===== config.mk =====
export PLATFORM = sky130hd
export DESIGN_NAME = gpo_timed_dispatcher
export DESIGN_NICKNAME = d
export VERILOG_FILES = /design/src/rtl/gpo_pkg.sv /design/src/rtl/gpo_sync_fifo.sv /design/src/rtl/gpo_timed_dispatcher.sv
export SDC_FILE = /design/constraint.sdc
export NUM_CORES = 2
export LEC_CHECK = 0
export ABC_AREA = 1
export CAP_MARGIN = 20
export CORE_MARGIN = 4
export CORE_UTILIZATION = 50
export CTS_CLUSTER_SIZE = 16
export DETAILED_ROUTE_END_ITERATION = 8
export PLACE_DENSITY = 0.66
export SETUP_SLACK_MARGIN = 0.4
export SLEW_MARGIN = 30
export SYNTH_ARGS = -nofsm -noshare
export SYNTH_HDL_FRONTEND = slang
export SYNTH_SLANG_ARGS = --single-unit

===== constraint.sdc =====
create_clock -name CLK100MHZ -period 15.78 [get_ports CLK100MHZ]
set_input_delay 3.156 -clock CLK100MHZ [delete_from_list [all_inputs] [get_ports CLK100MHZ]]
set_output_delay 3.156 -clock CLK100MHZ [all_outputs]
set_load 0.005 [all_outputs]

===== src/rtl/gpo_pkg.sv =====
// Shared types for the GPO timed dispatcher: the timed entry layout and timestamp width.
// Latency: n/a (types and a pure helper function only).
// Backpressure: n/a.
package gpo_pkg;

    localparam int TS_W      = 64;
    localparam int PAYLOAD_W = 64;
    localparam int ENTRY_W   = TS_W + PAYLOAD_W;

    // One timed entry as written from the AXI side: timestamp in the upper half
    typedef struct packed {
        logic [TS_W-1:0]      ts;
        logic [PAYLOAD_W-1:0] payload;
    } gpo_entry_t;

    // Wrap-safe "already passed": the head is late when (ts - counter) is negative
    // as a two's-complement number, i.e. the counter is within half a wrap past it.
    function automatic logic ts_is_late(input logic [TS_W-1:0] head_ts,
                                        input logic [TS_W-1:0] cnt);
        logic [TS_W-1:0] diff;
        diff = head_ts - cnt;
        return diff[TS_W-1];
    endfunction

endpackage


===== src/rtl/gpo_sync_fifo.sv =====
// Single-clock first-word-fall-through FIFO; head_dat shows the oldest entry while not empty.
// Latency: a pushed entry is visible at the head the cycle after the push.
// Backpressure: push ignored when full, pop ignored when empty; flush empties and wins over both.
module gpo_sync_fifo #(
    parameter int ADDR_W = 5,
    parameter int DATA_W = 128
) (
    input  logic              clk,
    input  logic              reset_n,
    input  logic              push,
    input  logic [DATA_W-1:0] push_dat,
    input  logic              pop,
    input  logic              flush,
    output logic [DATA_W-1:0] head_dat,
    output logic [ADDR_W:0]   count,
    output logic              full,
    output logic              empty
);

    localparam logic [ADDR_W:0] DEPTH = {1'b1, {ADDR_W{1'b0}}};

    logic [DATA_W-1:0] r_mem [2**ADDR_W];
    logic [ADDR_W-1:0] r_wr_ptr;
    logic [ADDR_W-1:0] r_rd_ptr;
    logic [ADDR_W:0]   r_count;
    logic              w_push;
    logic              w_pop;

    assign full     = (r_count == DEPTH);
    assign empty    = (r_count == '0);
    assign count    = r_count;
    assign head_dat = r_mem[r_rd_ptr];

    assign w_push = push & ~full  & ~flush & reset_n;
    assign w_pop  = pop  & ~empty & ~flush;

    // Storage array: written only on an accepted push, never reset
    always_ff @(posedge clk) begin
        if (w_push) begin
            r_mem[r_wr_ptr] <= push_dat;
        end
    end

    // Pointers and occupancy; simultaneous push and pop leave the count unchanged
    always_ff @(posedge clk) begin
        if (!reset_n || flush) begin
            r_wr_ptr <= '0;
            r_rd_ptr <= '0;
            r_count  <= '0;
        end else begin
            if (w_push) begin
                r_wr_ptr <= r_wr_ptr + ADDR_W'(1);
            end
            if (w_pop) begin
                r_rd_ptr <= r_rd_ptr + ADDR_W'(1);
            end
            case ({w_push, w_pop})
                2'b10:   r_count <= r_count + (ADDR_W+1)'(1);
                2'b01:   r_count <= r_count - (ADDR_W+1)'(1);
                default: r_count <= r_count;
            endcase
        end
    end

endmodule


===== src/rtl/gpo_timed_dispatcher.sv =====
// Queues timed entries and dispatches the head when its timestamp equals the free-running counter.
// Latency: gpo_in/counter_matched (or late_error) appear 1 cycle after the matching compare.
// Backpressure: s_ready = not full; writes while full are dropped and flagged; never stalls downstream.
module gpo_timed_dispatcher
    import gpo_pkg::*;
#(
    parameter int FIFO_ADDR_WIDTH = 5,
    parameter int TS_WIDTH        = TS_W
) (
    input  logic                       CLK100MHZ,
    input  logic                       reset_n,
    input  logic                       s_valid,
    input  logic [ENTRY_W-1:0]         s_data,
    output logic                       s_ready,
    input  logic                       counter_en,
    input  logic                       counter_clear,
    input  logic                       flush,
    output logic [TS_WIDTH-1:0]        counter_value,
    output logic [ENTRY_W-1:0]         gpo_in,
    output logic                       counter_matched,
    output logic [FIFO_ADDR_WIDTH:0]   fifo_count,
    output logic                       fifo_empty,
    output logic                       late_error,
    output logic                       overflow_error
);

    logic [TS_WIDTH-1:0] r_counter;
    logic [ENTRY_W-1:0]  r_gpo_in;
    logic                r_matched;
    logic                r_late;
    logic                r_overflow;

    logic [TS_WIDTH-1:0] w_cnt_nxt;
    logic [ENTRY_W-1:0]  w_head_dat;
    gpo_entry_t          w_head;
    logic                w_full;
    logic                w_empty;
    logic                w_head_vld;
    logic                w_match;
    logic                w_late;
    logic                w_pop;
    logic                w_push;

    gpo_sync_fifo #(
        .ADDR_W (FIFO_ADDR_WIDTH),
        .DATA_W (ENTRY_W)
    ) u_fifo (
        .clk      (CLK100MHZ),
        .reset_n  (reset_n),
        .push     (w_push),
        .push_dat (s_data),
        .pop      (w_pop),
        .flush    (flush),
        .head_dat (w_head_dat),
        .count    (fifo_count),
        .full     (w_full),
        .empty    (w_empty)
    );

    assign w_head = gpo_entry_t'(w_head_dat);

    // A flush cancels this cycle's compare so nothing is dispatched from a discarded queue
    assign w_head_vld = ~w_empty & ~flush;
    assign w_match    = w_head_vld & (w_head.ts == r_counter);
    assign w_late     = w_head_vld & ts_is_late(w_head.ts, r_counter);
    assign w_pop      = w_match | w_late;
    assign w_push     = s_valid & ~w_full & ~flush;

    // Clear beats enable; the counter wraps silently
    assign w_cnt_nxt = counter_clear ? '0 :
                       counter_en    ? r_counter + TS_WIDTH'(1) : r_counter;

    // Free-running timestamp counter
    always_ff @(posedge CLK100MHZ) begin
        if (!reset_n) begin
            r_counter <= '0;
        end else begin
            r_counter <= w_cnt_nxt;
        end
    end

    // Dispatch outputs: gpo_in holds until the next match, strobes last one cycle
    always_ff @(posedge CLK100MHZ) begin
        if (!reset_n) begin
            r_gpo_in  <= '0;
            r_matched <= 1'b0;
            r_late    <= 1'b0;
        end else begin
            r_matched <= w_match;
            r_late    <= w_late;
            if (w_match) begin
                r_gpo_in <= w_head_dat;
            end
        end
    end

    // Sticky overflow flag: a write seen while full; flush or reset clears it
    always_ff @(posedge CLK100MHZ) begin
        if (!reset_n || flush) begin
            r_overflow <= 1'b0;
        end else if (s_valid && w_full) begin
            r_overflow <= 1'b1;
        end
    end

    assign s_ready         = ~w_full;
    assign fifo_empty      = w_empty;
    assign counter_value   = r_counter;
    assign gpo_in          = r_gpo_in;
    assign counter_matched = r_matched;
    assign late_error      = r_late;
    assign overflow_error  = r_overflow;

endmodule


# Word-level counts from Yosys, hierarchy flattened
# Memories as Yosys holds them, arrays and structs flattened. A register that Yosys moved wholly into a read port is not among the register bits.
# Cells that the tools add are included.
# classes
n_eq_ne	4
bitwise	15
mux	5
add_sub_neg	6
n_reduce_logical	6
# ops
cell	n
$add A64 B1 Y64 const B	1
$eq A64 B64 Y1	1
$sub A64 B64 Y64	1
$pmux W6 S2	1
$add A5 B1 Y5 const B	2
$and A1 B1 Y1	10
$mux W5	2
$add A6 B1 Y6 const B	1
$eq A6 B6 Y1 const B	1
$logic_not A6 Y1	1
$sub A6 B1 Y6 const B	1
$not A1 Y1	4
$eq A2 B1 Y1 const B	1
$eq A2 B2 Y1 const B	1
$mux W1	2
$reduce_bool A2 Y1	1
$reduce_or A2 Y1	1
$logic_and A1 B1 Y1	1
$logic_not A1 Y1	1
$logic_or A1 B1 Y1	1
$or A1 B1 Y1	1
# totals
ram_bits	4096
ff_bits	211
n_memories	1
word_cells	45
output_inout_bits	203
input_bits	134
# mem_list
memory	words	word_bits	rd	rd_ports_with_merged_regs	write_ports	line	text
u_fifo.r_mem	32	128	1	1	1	gpo_sync_fifo.sv:22	logic [DATA_W-1:0] r_mem [2**ADDR_W];

# Depth between registers and ports, before layout
# depth
depth_word	9
mapped_depth	39
depth_no_buf	34

# By module
# A second synthesis with hierarchy kept.
# hier_totals
cells_unflattened	14649
hier_area_um2	173905.5
# modules_own_cells
module	seq_area_each_um2	cells_each	instances	area_per_inst_um2
gpo_sync_fifo	123418.4	13001	1	163349.2
gpo_timed_dispatcher	3903.7	1648	1	10556.4

# Worst setup path before layout
# No wires, ideal clock.
# synth_timing
kind	input port to flip-flop
startpoint	input port reset_n
endpoint	memory u_fifo.r_mem[31][0] (enable)
slack_ns	2.272
path_buffers	0
setup_ns	0.774
t_required_ns	15.006
arrival_time_ns	12.734
cell_stages	6
cell_sequence	inv_1 nor2_2 clkinv_1 nor2_1 inv_1 nor3_1
# synth_via
elab_chain_len	3
# synth_lines
element	line	text
from (decl)	gpo_timed_dispatcher.sv:11	input logic reset_n,
$and A1 B1 Y1	gpo_sync_fifo.sv:34	assign w_push = push & ~full & ~flush & reset_n;
$mux W1	gpo_sync_fifo.sv:39	if (w_push) begin
$mux W1 (not written as such)	gpo_sync_fifo.sv:40	r_mem[r_wr_ptr] <= push_dat;
to (decl)	gpo_sync_fifo.sv:22	
# Every way passes these cells.

==> impl_metrics.toml <==
[yosys]
async_reset_ff_share_pct = 0
yosysTopAreaCell = "edfxtp_1"
yosysMostFrequentCell = "edfxtp_1"
ys_seq_area_share_pct = 75.0
synthesis.nets = 13182
synth_commonest_cells = "4096 x edfxtp_1, 2442 x nor2_1, 2140 x o21ai_0"
yosys_warnings = 0
synthTopCellsByArea = "edfxtp_1 72%, o21ai_0 6.3%, nor2_1 5.4%"
synth_edf_count = 4096
synth_seq_cells = 4312
synth_top_area_share_pct = 72.5
yosysUniqueCellTypes = 51
synth_ff_type = "edfxtp_1"
syn_avg_cell_area_sq_um = 13.1
synthCells = 12973
syn-cell-area_sq_mm = 0.170

[clock_network]
post_cts_buffers = 0
cts_resized = 0
path_clk_slew_ps = 60
htree_levels = 5
clkSinkCount = 4312
cts_tree = "built"
cts-hold-fix-buffers = 0
cts_buffers = 430
root_buffer = "clkbuf_16"
insertion_delay_ps = 980
cts_max_path_buffers = 4

[min_path]
min_from = "gpo_in[118]$_SDFFE_PN0P_"
hold_path_end = "gpo_in[118]$_SDFFE_PN0P_"
holdPathStages = 2
hold_path.class = "reg -> reg"

[global_route]
grt_pass1_wl_um = 751000
grt_use_total_pct = 29.0
grt_pass1_vias = 108804
antenna_found_initial = 50
grt_start_max_net_pins = 281
grt_overflow = 0

[setup_path]
r2r_end = "u_fifo.count[5]$_SDFFE_PP0P_"
path_class = "reg -> reg"
cp.arrival_ps = 10220
start_kind = "flop"
max_stage_delay_ps = 870
cp_max_fo = 108
crit_family = "simple AND/OR/NAND/NOR gates"
cp_data_required_time_ps = 16620
worst_path_max_delay_cell = "buf_4"
endpoint_kind = "flop"
crit_path_frequent_cell = "nand2_1"
rrSetupSlack_ps = 6400
ff2ff_path_depth = 30
cp_num_buf_inv = 4

[final_layout]
drive_gt1_share_pct = 7.41
finalNonFillerCells = 17966
syn2layout_area_growth_pct = 12.7
num-nets-final = 13267
fillers = 26447
fin_area_sq_mm = 0.191

[routing]
routed_wl_um = 524000
wire_per_inst_um = 29.2
first_pass_iters = 8
drc = 2
vias_per_cell = 6.42
vias = 115360
final_antenna_net_count = 0
drt_iter0_drc = 17109

[pwr]
p_per_area_mw_per_mm2 = 122
peakVddDrop_v = 0.0000931
leakage_nw = 61.2

[floorplan]
num_rows = 213
placeableCoreArea_sq_mm = 0.337
initial_core_util_pct = 50.3
die_x_um = 591
die_y_um = 591
io_pins = 337
die-area_sq_mm = 0.349

[outcome]
status = "finished with violations"
violations = "DRC"

[sta]
hold_viol = 0
slew_viol_final = 0
finalSetupViolations = 0
fin_crit_ps = 9380
worstMarginPinSlew_ps = 1170
finalCritPeriodShare_pct = 59.4
slew_headroom_pct = 22.3
fin_worst_skew_ps = 49.5
clock.fmax_ghz = 0.107
fin_setup_tns_ps = 0
rsz0062_at_grt = "false"

[place]
portBuffers = 336
dpl_cell_area_sq_mm = 0.177
globalplace.congestion = 0.898
hpwl_um = 274000
numPlacedInstances = 17126

[job]
drv_cap = 0
[layout make-up]
| class | count | area (sq um) | share of cell area (%) |
|---|---|---|---|
| multi-input cells | 7506 | 37600 | 19.7 |
| well taps | 4515 | 5650 | 2.95 |
| flip-flops and latches | 4312 | 127000 | 66.5 |
| clock inverters | 243 | 2310 | 1.21 |
| inverters | 229 | 927 | 0.484 |
| diodes | 30 | 75.1 | 0.0392 |
| clock buffers | 552 | 11600 | 6.05 |
| repair buffers | 579 | 5870 | 3.07 |
[placed cells by master (no fill, tap or decap), types with 29 or more instances in the layout]
cell             Yosys  layout
nand3_1            407     407
a21oi_1            265     265
dfxtp_1            216     211
nor3_1              45      42
clkbuf_16            0     438
diode_2              0      30
o221ai_1           420     420
buf_2              240      86
ha_1                74      74
o21ai_1            196     196
bufinv_16            0      38
o211ai_1           107     107
clkdlybuf4s50_1      0     249
buf_6               28      31
o21ai_0           2140    2140
nor2_4               0      29
buf_4               46     151
buf_16               0      31
nor2_1            2442    2412
inv_1              219     217
edfxtp_1          4096    4096
clkinv_1             2      99
clkinv_2             0      79
nand2_1            580     580
or2_0               43      43
buf_12               0      29
nand4_1             31      31
clkbuf_1           549      96
o22ai_1            655     655
[routing by layer]
layer	GRT usage (%)	vias to the layer above	wire length, um
met4	11.7	26	21100
li1	-	48754	-
met3	6.01	1151	64500
met5	0	-	181
met2	43.9	7691	236000
met1	41.3	57738	202000
[worst max-delay path by stage]
stage	from	to	slack (ps)	depth (start not counted)
floorplan	reset_n	u_fifo.r_mem[31][0]$_DFFE_PP_	2270	6
global placement	flop	u_fifo.count[5]$_SDFFE_PP0P_	6320	30
detailed placement	flop	u_fifo.count[5]$_SDFFE_PP0P_	6470	30
CTS	flop	u_fifo.count[5]$_SDFFE_PP0P_	6420	30
global route	flop	u_fifo.count[5]$_SDFFE_PP0P_	5920	30
finish	flop	u_fifo.count[5]$_SDFFE_PP0P_	6400	30
[state kept, by name, indices dropped and copies added (netlist names), named ones only]
register,count
counter_matched,1
counter_value,64
gpo_in,128
late_error,1
overflow_error,1
u_fifo.count,6
u_fifo.r_mem,4096
u_fifo.r_rd_ptr,5
u_fifo.r_wr_ptr,5
[tightest hold or removal path, cell delays in order (launching register included)]
cell	delay [ps]
dfxtp_1	310
inv_1	40
a21oi_1	50
[through the flow]
step                      hold WS (ps)  util, %  total power, W  setup WS (ps)
final                              443     56.7          0.0233           6400
after global routing               456     56.7          0.0239           5920
after detailed placement           435     52.5          0.0134           6470
after CTS                          444     56.6          0.0233           6420
after floorplan                    441        -          0.0131           2270
after global placement             434     52.4          0.0134           6320
[report_power, final]
| group | switching (W) | internal [W] | total (W) |
|---|---|---|---|
| registers | 0.00000775 | 0.0125 | 0.0125 |
| clock network | 0.00429 | 0.00579 | 0.0101 |
| logic | 0.000497 | 0.000145 | 0.000642 |
| total | 0.00480 | 0.0185 | 0.0233 |
[cells by family (layout without fill, tap and decap cells)]
family | Yosys count | after routing | share of synthesized area [%]
adders and majority gates | 75 | 75 | 0.557
buffers and inverters | 1155 | 1603 | 2.99
DFF | 4312 | 4312 | 75.0
and+or+nand+nor | 3603 | 3603 | 8.51
AOI/OAI and AO/OA | 3805 | 3805 | 12.8
xor gates and xnor gates | 23 | 23 | 0.119
other | 0 | 30 | 0
No activity file was read; power rests on OpenSTA's default activity.
